### src/rtl/des_pkg.sv
// Shared DES definitions for the output stage: block geometry, final permutation table, FSM states.
// Vectors are MSB-first: DES bit 1 sits in bit [W-1] of every vector.
package des_pkg;

  localparam int unsigned BLOCK_W = 64;
  localparam int unsigned HALF_W  = 32;

  // FP[i] = preoutput bit (DES numbering from 0) that lands in output bit i.
  localparam int FP_TAB [0:63] = '{
    39, 7, 47, 15, 55, 23, 63, 31,
    38, 6, 46, 14, 54, 22, 62, 30,
    37, 5, 45, 13, 53, 21, 61, 29,
    36, 4, 44, 12, 52, 20, 60, 28,
    35, 3, 43, 11, 51, 19, 59, 27,
    34, 2, 42, 10, 50, 18, 58, 26,
    33, 1, 41,  9, 49, 17, 57, 25,
    32, 0, 40,  8, 48, 16, 56, 24
  };

  typedef enum logic {
    IDLE = 1'b0,
    SEND = 1'b1
  } state_e;

endpackage

### src/rtl/des_fp_perm.sv
// Final permutation (IP^-1): pure wiring from the swapped preoutput {R16,L16} to the result block.
module des_fp_perm
  import des_pkg::*;
(
  input  logic [BLOCK_W-1:0] pre_i,
  output logic [BLOCK_W-1:0] fp_o
);

  // Table indices count from the MSB, hence the 63-x mirroring on both sides.
  for (genvar i = 0; i < 64; i++) begin : g_bit
    assign fp_o[BLOCK_W-1-i] = pre_i[BLOCK_W-1-FP_TAB[i]];
  end

endmodule

### src/rtl/des_fp_serializer.sv
// DES output stage: applies FP to {R16,L16}, holds the block and streams it MSB-first in OUT_W-bit beats.
module des_fp_serializer
  import des_pkg::*;
#(
  parameter int unsigned OUT_W = 8
) (
  input  logic              clk,
  input  logic              rst_n,
  input  logic              in_valid,
  output logic              in_ready,
  input  logic [HALF_W-1:0] l16,
  input  logic [HALF_W-1:0] r16,
  output logic              out_valid,
  input  logic              out_ready,
  output logic [OUT_W-1:0]  out_data,
  output logic              out_last
);

  localparam int unsigned NBEATS = BLOCK_W / OUT_W;
  localparam int unsigned CNT_W  = (NBEATS > 1) ? $clog2(NBEATS) : 1;
  localparam logic [CNT_W-1:0] LAST_CNT = CNT_W'(NBEATS - 1);

  logic [BLOCK_W-1:0] fp;

  state_e             state_q, state_d;
  logic [CNT_W-1:0]   cnt_q, cnt_d;
  logic [BLOCK_W-1:0] hold_q, hold_d;
  logic               out_valid_q, out_valid_d;
  logic               out_last_q, out_last_d;
  logic [OUT_W-1:0]   out_data_q, out_data_d;

  logic               beat_hs;
  logic               accept;
  logic [BLOCK_W-1:0] shifted;

  des_fp_perm u_perm (
    .pre_i ({r16, l16}),
    .fp_o  (fp)
  );

  always_ff @(posedge clk or negedge rst_n) begin
    if (!rst_n) begin
      state_q     <= IDLE;
      cnt_q       <= '0;
      hold_q      <= '0;
      out_valid_q <= 1'b0;
      out_last_q  <= 1'b0;
      out_data_q  <= '0;
    end else begin
      state_q     <= state_d;
      cnt_q       <= cnt_d;
      hold_q      <= hold_d;
      out_valid_q <= out_valid_d;
      out_last_q  <= out_last_d;
      out_data_q  <= out_data_d;
    end
  end

  always_comb begin
    state_d  = state_q;
    cnt_d    = cnt_q;
    hold_d   = hold_q;
    beat_hs  = out_valid_q && out_ready;
    // A last-beat handshake frees the holding register in the same cycle, so a new block can slip in.
    in_ready = (state_q == IDLE) || (beat_hs && out_last_q);
    accept   = in_valid && in_ready;

    if (accept) begin
      hold_d  = fp;
      cnt_d   = '0;
      state_d = SEND;
    end else if (beat_hs) begin
      if (out_last_q) begin
        state_d = IDLE;
        cnt_d   = '0;
      end else begin
        cnt_d = cnt_q + CNT_W'(1);
      end
    end

    // Output registers are loaded from next-state so beats appear one cycle after accept/handshake.
    shifted     = hold_d << (int'(cnt_d) * OUT_W);
    out_valid_d = (state_d == SEND);
    out_last_d  = (state_d == SEND) && (cnt_d == LAST_CNT);
    out_data_d  = (state_d == SEND) ? shifted[BLOCK_W-1 -: OUT_W] : '0;
  end

  assign out_valid = out_valid_q;
  assign out_last  = out_last_q;
  assign out_data  = out_data_q;

endmodule

### config.mk
export PLATFORM = sky130hd
export DESIGN_NAME = des_fp_serializer
export DESIGN_NICKNAME = d
export VERILOG_FILES = /design/src/rtl/des_pkg.sv /design/src/rtl/des_fp_perm.sv /design/src/rtl/des_fp_serializer.sv
export SDC_FILE = /design/constraint.sdc
export NUM_CORES = 1
export LEC_CHECK = 0
export CAP_MARGIN = 20
export CORE_MARGIN = 3
export CORE_UTILIZATION = 53
export DETAILED_ROUTE_END_ITERATION = 10
export PLACE_DENSITY = 0.92
export SYNTH_ARGS = -nofsm -noshare
export SYNTH_HDL_FRONTEND = slang
export SYNTH_HIERARCHICAL = 1
export SYNTH_SLANG_ARGS = --single-unit
### constraint.sdc
create_clock -name clk -period 3.15 [get_ports clk]
set_clock_uncertainty 0.2 [all_clocks]
set_input_delay 0.4725 -clock clk [delete_from_list [all_inputs] [get_ports clk]]
set_output_delay 0.4725 -clock clk [all_outputs]
set_load 0.005 [all_outputs]
* Word level (Yosys, flattened, before mapping)
Index checks and enable logic that the tools add are counted.
** Storage, ports and cells
- Input port bits :: 68
- Flip-flop bits (word level) :: 77
- Output and inout port bits :: 11
- Word-level logic and storage cells :: 22
** Cells by class
- $add $sub $neg :: 1
- Reduce and logical (&&, ||, !) cells :: 5
- Eq/ne operators :: 1
- Bitwise logic cells :: 1
- Shifts and indexed selects :: 1
- Multiplexer cells :: 8
** Operator list (count)
- two-way mux 64 bit :: 1
- left shift 64 x 6 -> 64 bit :: 1
- two-way mux 3 bit :: 3
- two-way mux 8 bit :: 1
- logical AND 1 bit :: 4
- adder 3 x 1 -> 3 bit (second input constant) :: 1
- equality test 3 bit (second input constant) :: 1
- two-way mux 1 bit :: 3
- logical OR 1 bit :: 1
- NOT 1 bit :: 1

* Longest topological paths before layout
Gate-level depths: netlist of run 1.
- Word-level depth :: 7
- Depth in mapped cells :: 9
- Gate-level depth less buffers :: 7

* Hierarchy
Netlist of run 1, hierarchy kept.
** Modules (own cells, without submodules)
- des_fp_serializer :: area each 3722.3 um2, seq. area each 1926.8 um2, times used 1, cells each 418
- des_fp_perm :: area each 480.5 um2, seq. area each 0.0 um2, times used 1, cells each 64

* Least setup slack after synthesis of run 1
OpenSTA, ideal clock, no wires.
- Path kind :: reg-to-reg
- Start point :: register out_valid_q (netlist: out_valid)
- End point :: register out_data_q[0] (netlist: out_data[0])
- Stages on the path, launching flop included :: 7
- Library setup time :: 0.139 ns
- Data required time :: 2.811 ns
- Path buffers :: 1
- Clock period less this slack :: 2.430 ns
- Data arrival time :: 2.092 ns
- Path slack :: 0.720 ns
- Cell sequence :: dfrtp_1 > buf_4 > a21boi_4 > nor2_4 > mux4_2 > nor4b_1 > or4_1
** Between the ends
- Word-level cells in the longest chain between the ends :: 7
- Elaborated cells between the ends (all ways) :: 13
- Classes of those cells :: shift (1); mux (7); bitwise (1); reduce/logical (4)
** Ends and longest elaborated chain
- from (decl) :: RTL line des_fp_serializer.sv:28 : logic out_valid_q, out_valid_d;
- from (signal assigned) :: RTL line des_fp_serializer.sv:53 : out_valid_q <= out_valid_d;
- logical AND 1 bit :: RTL line des_fp_serializer.sv:63 : beat_hs = out_valid_q && out_ready;
- logical AND 1 bit :: RTL line des_fp_serializer.sv:65 : in_ready = (state_q == IDLE) || (beat_hs && out_last_q);
- logical OR 1 bit :: RTL line des_fp_serializer.sv:65
- logical AND 1 bit :: RTL line des_fp_serializer.sv:66 : accept = in_valid && in_ready;
- two-way mux 64 bit / two-way mux 3 bit (equally long branches) :: RTL line des_fp_serializer.sv:68 : if (accept) begin
- left shift 64 x 6 -> 64 bit :: RTL line des_fp_serializer.sv:82 : shifted = hold_d << (int'(cnt_d) * OUT_W);
- two-way mux 8 bit (*) :: RTL line des_fp_serializer.sv:85 : out_data_d = (state_d == SEND) ? shifted[BLOCK_W-1 -: OUT_W] : '0;
- named net out_data_d[0] :: RTL line des_fp_serializer.sv:30 : logic [OUT_W-1:0] out_data_q, out_data_d;
- to (signal assigned) :: RTL line des_fp_serializer.sv:55 : out_data_q <= out_data_d;
- to (decl) :: RTL line des_fp_serializer.sv:30
The timed path passes the listed nets; every way through them passes the cells marked *.

* Final worst setup path of run 1
- Start point :: input out_ready
- End point :: register out_data_q[6] (netlist: out_data[6])
** Between the ends
- Word-level cells in the longest chain between the ends :: 7
- Elaborated cells between the ends (all ways) :: 11
- Classes of those cells :: shift (1); mux (6); reduce/logical (4)
** Ends and longest elaborated chain
- from (decl) :: RTL line des_fp_serializer.sv:14 : input logic out_ready,
- logical AND 1 bit (*) :: RTL line des_fp_serializer.sv:63
- logical AND 1 bit :: RTL line des_fp_serializer.sv:65
- logical OR 1 bit :: RTL line des_fp_serializer.sv:65
- logical AND 1 bit :: RTL line des_fp_serializer.sv:66
- two-way mux 64 bit / two-way mux 3 bit (equally long branches) :: RTL line des_fp_serializer.sv:68
- left shift 64 x 6 -> 64 bit :: RTL line des_fp_serializer.sv:82
- two-way mux 8 bit (*) :: RTL line des_fp_serializer.sv:85
- named net out_data_d[6] :: RTL line des_fp_serializer.sv:30
Marked as above.

==> impl_metrics.json, run 1 <==
{
  "sinks_on_clock_net": 77,
  "clk_root_buffer_cell": "sky130_fd_sc_hd__clkbuf_8",
  "cts_buffers": 9,
  "vdd_drop_max_mv": 0.403,
  "synth_enable_flop_cells": 0,
  "synth_nets": 551,
  "initial_core_util_pct": 56.1,
  "timing.final.crit_share_pct": 87.1,
  "synth_cell_types": 50,
  "cts_setup_buffers": 0,
  "yosys_warnings": 6,
  "timing.max_cap.violations": 0,
  "synthesis.instances": 482,
  "area_overhead_of_the_layout_relative_to_synthesis_pct": 16.1,
  "total_routing_usage_gr_pct": 24.1,
  "die_w_microns": 95.1,
  "worst_pin_slew_ns": 0.947,
  "category_of_the_critical_setup_timing_path": "in2reg",
  "clk_path_buf_depth": 2,
  "timing.hold.worst.class": "in2async",
  "gp_congestion": 0.889,
  "row_count": 31,
  "result_of_the_run": "completed",
  "crit_path_start_kind": "input pin",
  "postSynthRegisterBits": 77,
  "p_total_w": 0.00478,
  "wire_length_of_the_first_global_routing_pass_microns": 16500,
  "routed_wire_length_per_instance_microns": 16.9,
  "drt_pass1_iterations": 6,
  "worstPathArrival_ns": 2.77,
  "timing.fmax_mhz": 364,
  "worst-r2r-setup-slack_ns": 0.50,
  "nets": 569,
  "fp.dieH_microns": 95.1,
  "tns_ns": 0,
  "final-max-slew-violation-count": 0,
  "required_ns": 3.17,
  "fp.dieArea_sq_mm": 0.00903,
  "core_area_sq_mm": 0.00749,
  "route.detailed.drc": 0,
  "final_global_route_overflow_total": 0,
  "commonest_cells_after_routing_fill_and_taps_aside": "sky130_fd_sc_hd__nand2_1 (189), sky130_fd_sc_hd__dfrtp_1 (77), sky130_fd_sc_hd__clkdlybuf4s50_1 (77), sky130_fd_sc_hd__buf_4 (18), sky130_fd_sc_hd__nor2_1 (14)",
  "fillerInstances": 597,
  "power_density_mw_per_mm2": 980,
  "cts_tree": "yes",
  "grt_antenna_before_repair": 0,
  "antenna_violating_nets_post_route": 0,
  "port_buffers": 78,
  "post_route_cells_drive_above_1_share_pct": 10.3,
  "asyncSetResetFlopFracSynth_pct": 100,
  "clock_insertion_delay_worst_skew_ns": 0.35,
  "holdBufCountCts": 0,
  "avgSynthCellArea_sq_um": 8.72,
  "ys_dominant_reg_cell": "sky130_fd_sc_hd__dfrtp_1",
  "post_cts.resized_instances": 0,
  "drt_first_iter_violations": 332,
  "clkTransAtPathRegs_ns": 0.07,
  "detailroute.via_count": 3371,
  "leakagePower_nw": 2.36,
  "crit_fanout": 9,
  "max-slew-margin-rel_pct": 36.8,
  "io_pins": 79,
  "antenna-diode-count": 0,
  "dp_hpwl_microns": 7200,
  "rsz0062_at_grt": "no",
  "crit_end_category": "flop",
  "sequential_share_of_the_synthesized_area_pct": 45.8,
  "drt-vias-per-instance": 5.59,
  "cts.htree.levels": 3,
  "grt_max_degree": 78,
  "route.final.wire_length_microns": 10200,
  "finalSetupViolations": 0,
  "vias_in_the_first_global_route": 3382,
  "report.final.hold_viol_count": 0,
  "syn_area_sq_mm": 0.00420,
  "timing.final.crit_period_ns": 2.74,
  "final_common_cell": "sky130_fd_sc_hd__nand2_1"
}
## cell type report
class,instances,area [sq um],share of cell area (%)
timing repair buffer,96,926,19.0
sequential,77,1930,39.5
multi-input combinational,310,1670,34.2
clock inverter,3,68.8,1.41
clock buffer,12,145,2.97
inverter,6,22.5,0.462
tap,99,124,2.54
## path summary, 6_finish.rpt
check,start,depth (start not counted),endpoint
hold / removal,rst_n,1,hold_q[5]
setup reg to reg,cnt_q[0],7,out_data[6]
setup / recovery,out_ready,6,out_data[6]
hold reg to reg,hold_q[35],2,hold_q[35]
max in group asynchronous,rst_n,1,out_data[5]
min in group clk,hold_q[35],2,hold_q[35]
## per-layer routing
metal	GRT usage, %	share of wire, %	up-vias
met5	0	0	-
met3	8.21	11	20
met2	37.0	47	189
li1	-	-	1556
met1	31.9	40	1606
met4	8.65	2.4	0
## power breakdown
group / switching, W / internal [W]
Clock: 0.000353 / 0.000468
Sequential: 0.000293 / 0.00145
Combinational: 0.00119 / 0.00102
Total: 0.00184 / 0.00294
## kinds of logic after synthesis
group,after synthesis,share of synthesized area (%)
AOI/OAI and AO/OA,50,9.47
adders and majority gates,1,0.298
buffers and inverters,95,14.6
DFF,77,45.8
muxes,21,6.04
and+or+nand+nor,238,23.8
## worst max-delay path, stage by stage
cell,delay (ns)
sky130_fd_sc_hd__clkdlybuf4s50_1,0.63
sky130_fd_sc_hd__a21bo_2,0.30
sky130_fd_sc_hd__nand2_2,0.22
sky130_fd_sc_hd__a2111oi_2,0.51
sky130_fd_sc_hd__nor4b_1,0.11
sky130_fd_sc_hd__or4_1,0.52
## stage by stage
step	hold WS (ns)	instances	cell area, sq um	util [%]	setup slack [ns]
after detailed placement	0.261	588	4670	62.3	0.0803
after global placement	0.252	588	4670	62.3	0.208
after CTS	0.108	603	4880	65.2	0.447
after floorplan	-0.0231	482	4200	-	0.720
after global routing	0.133	603	4880	65.2	0.340
final	0.0804	603	4880	65.2	0.406
## flip-flops by register name, indices dropped and copies added (netlist names)
register / flops
out_valid: 1
hold_q: 64
out_data: 8
cnt_q: 3
out_last: 1
## cells in the mapped netlist, types with 3 or more instances
master                      number  share of area, %
sky130_fd_sc_hd__a2111oi_0       5               1.0
sky130_fd_sc_hd__a21oi_1         5              0.60
sky130_fd_sc_hd__a311o_1         3              0.71
sky130_fd_sc_hd__a32oi_1         4              0.83
sky130_fd_sc_hd__and3_1          4              0.60
sky130_fd_sc_hd__buf_1          10              0.89
sky130_fd_sc_hd__buf_2           9               1.1
sky130_fd_sc_hd__buf_4          65                12
sky130_fd_sc_hd__clkbuf_1        5              0.45
sky130_fd_sc_hd__dfrtp_1        77                46
sky130_fd_sc_hd__inv_1           4              0.36
sky130_fd_sc_hd__mux2_2          5               1.3
sky130_fd_sc_hd__mux2i_1        13               3.1
sky130_fd_sc_hd__mux4_2          3               1.6
sky130_fd_sc_hd__nand2_1       190                17
sky130_fd_sc_hd__nand2b_1        3              0.45
sky130_fd_sc_hd__nand3_1         8              0.95
sky130_fd_sc_hd__nor2_1         14               1.3
sky130_fd_sc_hd__o211ai_1        3              0.54
sky130_fd_sc_hd__o21ai_0        10               1.2
sky130_fd_sc_hd__o22ai_1         4              0.60
Note: power is estimated with default switching activity, not from simulation.
==> run 2: changes to the inputs <==
==> constraint.sdc (replaced) <==
create_clock -name clk -period 3.15 [get_ports clk]
set_clock_uncertainty 0.2 [all_clocks]
set_input_delay 0.4725 -clock clk [delete_from_list [all_inputs] [get_ports clk]]
set_output_delay 0.4725 -clock clk [all_outputs]
set_load 0.01 [all_outputs]
==> results of run 2 <==
Same layout as run 1 (identical final DEF). Status: completed.
Main changes from that run: total power 0.00478 W -> 0.00481 W; worst IR drop on VDD 0.403 mV -> 0.414 mV
==> run 3: changes to the inputs <==
--- a/config.mk
+++ b/config.mk
@@ -5,7 +5,6 @@
 export SDC_FILE = /design/constraint.sdc
 export NUM_CORES = 1
 export LEC_CHECK = 0
-export CAP_MARGIN = 20
 export CORE_MARGIN = 3
 export CORE_UTILIZATION = 53
 export DETAILED_ROUTE_END_ITERATION = 10
==> results of run 3 <==
Same layout as run 1 (identical final DEF). Status: completed.
Main changes from that run: total power 0.00478 W -> 0.00481 W; worst IR drop on VDD 0.403 mV -> 0.414 mV
==> edit: new RTL, flow settings as in run 1 <==
The parameter `OUT_W` goes from 8 to 16.
--- a/src/rtl/des_fp_serializer.sv
+++ b/src/rtl/des_fp_serializer.sv
@@ -2,7 +2,7 @@
 module des_fp_serializer
   import des_pkg::*;
 #(
-  parameter int unsigned OUT_W = 8
+  parameter int unsigned OUT_W = 16
 ) (
   input  logic              clk,
   input  logic              rst_n,
Interface: changed (resized out_data); port bits go from 79 to 87. No check against the original RTL was run, so the function may have changed too.
==> edit against run 1 <==
Worst setup slack better by 160 ps; synthesized area is 6.8% higher; routed wire length is 17% lower; design area is 5.9% higher; sequential cell count is 7 higher; fmax is 6.3% higher; die area is 6.3% higher; power is 3.9% higher; largest power group unchanged; highest routed layer unchanged.
==> edit: results (changes against run 1) <==
* Worst R2R Path Depth at 6 (was 7)
* Worst VDD drop at 0.450 mV (was 0.403 mV)
* Largest cells by area after synthesis: dfrtp_1 47%, buf_4 11%, mux2_4 9.4% (was dfrtp_1 46%, nand2_1 17%, buf_4 12%)
* Final net count at 449 (was 569)
* WL per Instance at 17.4 um (was 16.9 um)
* Largest net degree at the start of global routing at 85 (was 78)
* PwrDens at 961 mW/mm2 (was 980 mW/mm2)
* Status: complete, no violations (unchanged)
* Most instantiated cells after synthesis: 84 x dfrtp_1, 68 x buf_4, 36 x mux2_2 (was 190 x nand2_1, 77 x dfrtp_1, 65 x buf_4)
* Via density per instance at 5.38 (was 5.59)
* Sequential fraction of the synthesis area at 46.8% (was 45.8%)
* Layout cell share with drive strength beyond 1 at 25.9% (was 10.3%)
* HP Class: reg -> reg (was in -> async)
* DR iter-0 viols at 122 (was 332)
* Worst Tran Pin Value at 905 ps (was 947 ps)
* Internal at 3330 uW (was 2940 uW)
* Final min period at 2580 ps (was 2740 ps)
* Clock Power at 733 uW (was 821 uW)
* Dpl ws at 341 ps (was 80.3 ps)
* Crit Path Class: reg -> reg (was in -> reg)
* Number of global-route vias before repair at 2789 (was 3382)
* Adder-cell share of the synthesized area at 0% (was 0.298%)
* Distinct cells, synth at 37 (was 50)
* Filler Cell Count at 596 (was 597)
* First-pass GRT wire length at 14.4 mm (was 16.5 mm)
* Critical-path top delay cell: o21bai_4 (was clkdlybuf4s50_1)
* Post-synthesis mux area share at 25.3% (was 6.04%)
* Max incr delay on CP at 720 ps (was 630 ps)
* Syn Nets at 426 (was 551)
* GP Congestion at 0.842 (was 0.889)
* GRT Total Usage at 18.9% (was 24.1%)
* DRT Pass-1 Iters at 4 (was 6)
* Placed Area at 0.00493 mm2 (was 0.00467 mm2)
* Setup crit end: out_data[3] (was out_data[6])
[edit: worst min path at each step]
stage / to / slack, ps / cells past startpoint
3_3_place_gp: hold_q[36] / 280 / 1
3_5_place_dp: hold_q[10] / 280 / 1
2_1_floorplan: cnt_q[0] / -20 / 0
4_1_cts: hold_q[46] / 120 / 1
5_1_grt: hold_q[57] / 310 / 1
6_report: hold_q[32] / 300 / 1
[edit: cell families after synthesis]
logic type,count (synthesis)
and+or+nand+nor,46
DFF,84
buffers and inverters,88
AOI/OAI and AO/OA,45
muxes,95
[edit: per-stage QoR]
stage,std cells,util [%]
2_1_floorplan,358,-
3_3_place_gp,470,61.9
3_5_place_dp,470,61.9
4_1_cts,486,64.4
5_1_grt,488,64.9
6_report,488,64.9
[edit: worst max-delay path: cells and delay by family (launching register included)]
family / cells / cell delay, ps
buffers and inverters: 1 / 290
and+or+nand+nor: 1 / 260
DFF: 1 / 570
AOI/OAI and AO/OA: 3 / 930
muxes: 1 / 210
[edit: timing repair]
action                    in CTS  in global routing
setup buffers                  0                  0
hold endpoints to repair       0                 36
hold buffers                   0                  1
[edit: layout make-up]
class / count / area share (%)
clock buffers: 12 / 3.20
clock inverters: 4 / 0.581
inverters: 4 / 0.291
multi-input cells: 186 / 33.8
flip-flops and latches: 84 / 40.7
well taps: 102 / 2.47
repair buffers: 96 / 19.0
[edit: per-layer routing]
| metal | wire length (um) | vias to the layer above | GRT usage, % | part of all wire [%] |
|---|---|---|---|---|
| li1 | - | 1237 | - | - |
| met1 | 3660 | 1294 | 25.2 | 43 |
| met2 | 4290 | 87 | 30.9 | 50 |
| met3 | 416 | 9 | 3.29 | 4.9 |
| met4 | 127 | 0 | 7.03 | 1.5 |
| met5 | 0 | - | 0 | 0 |
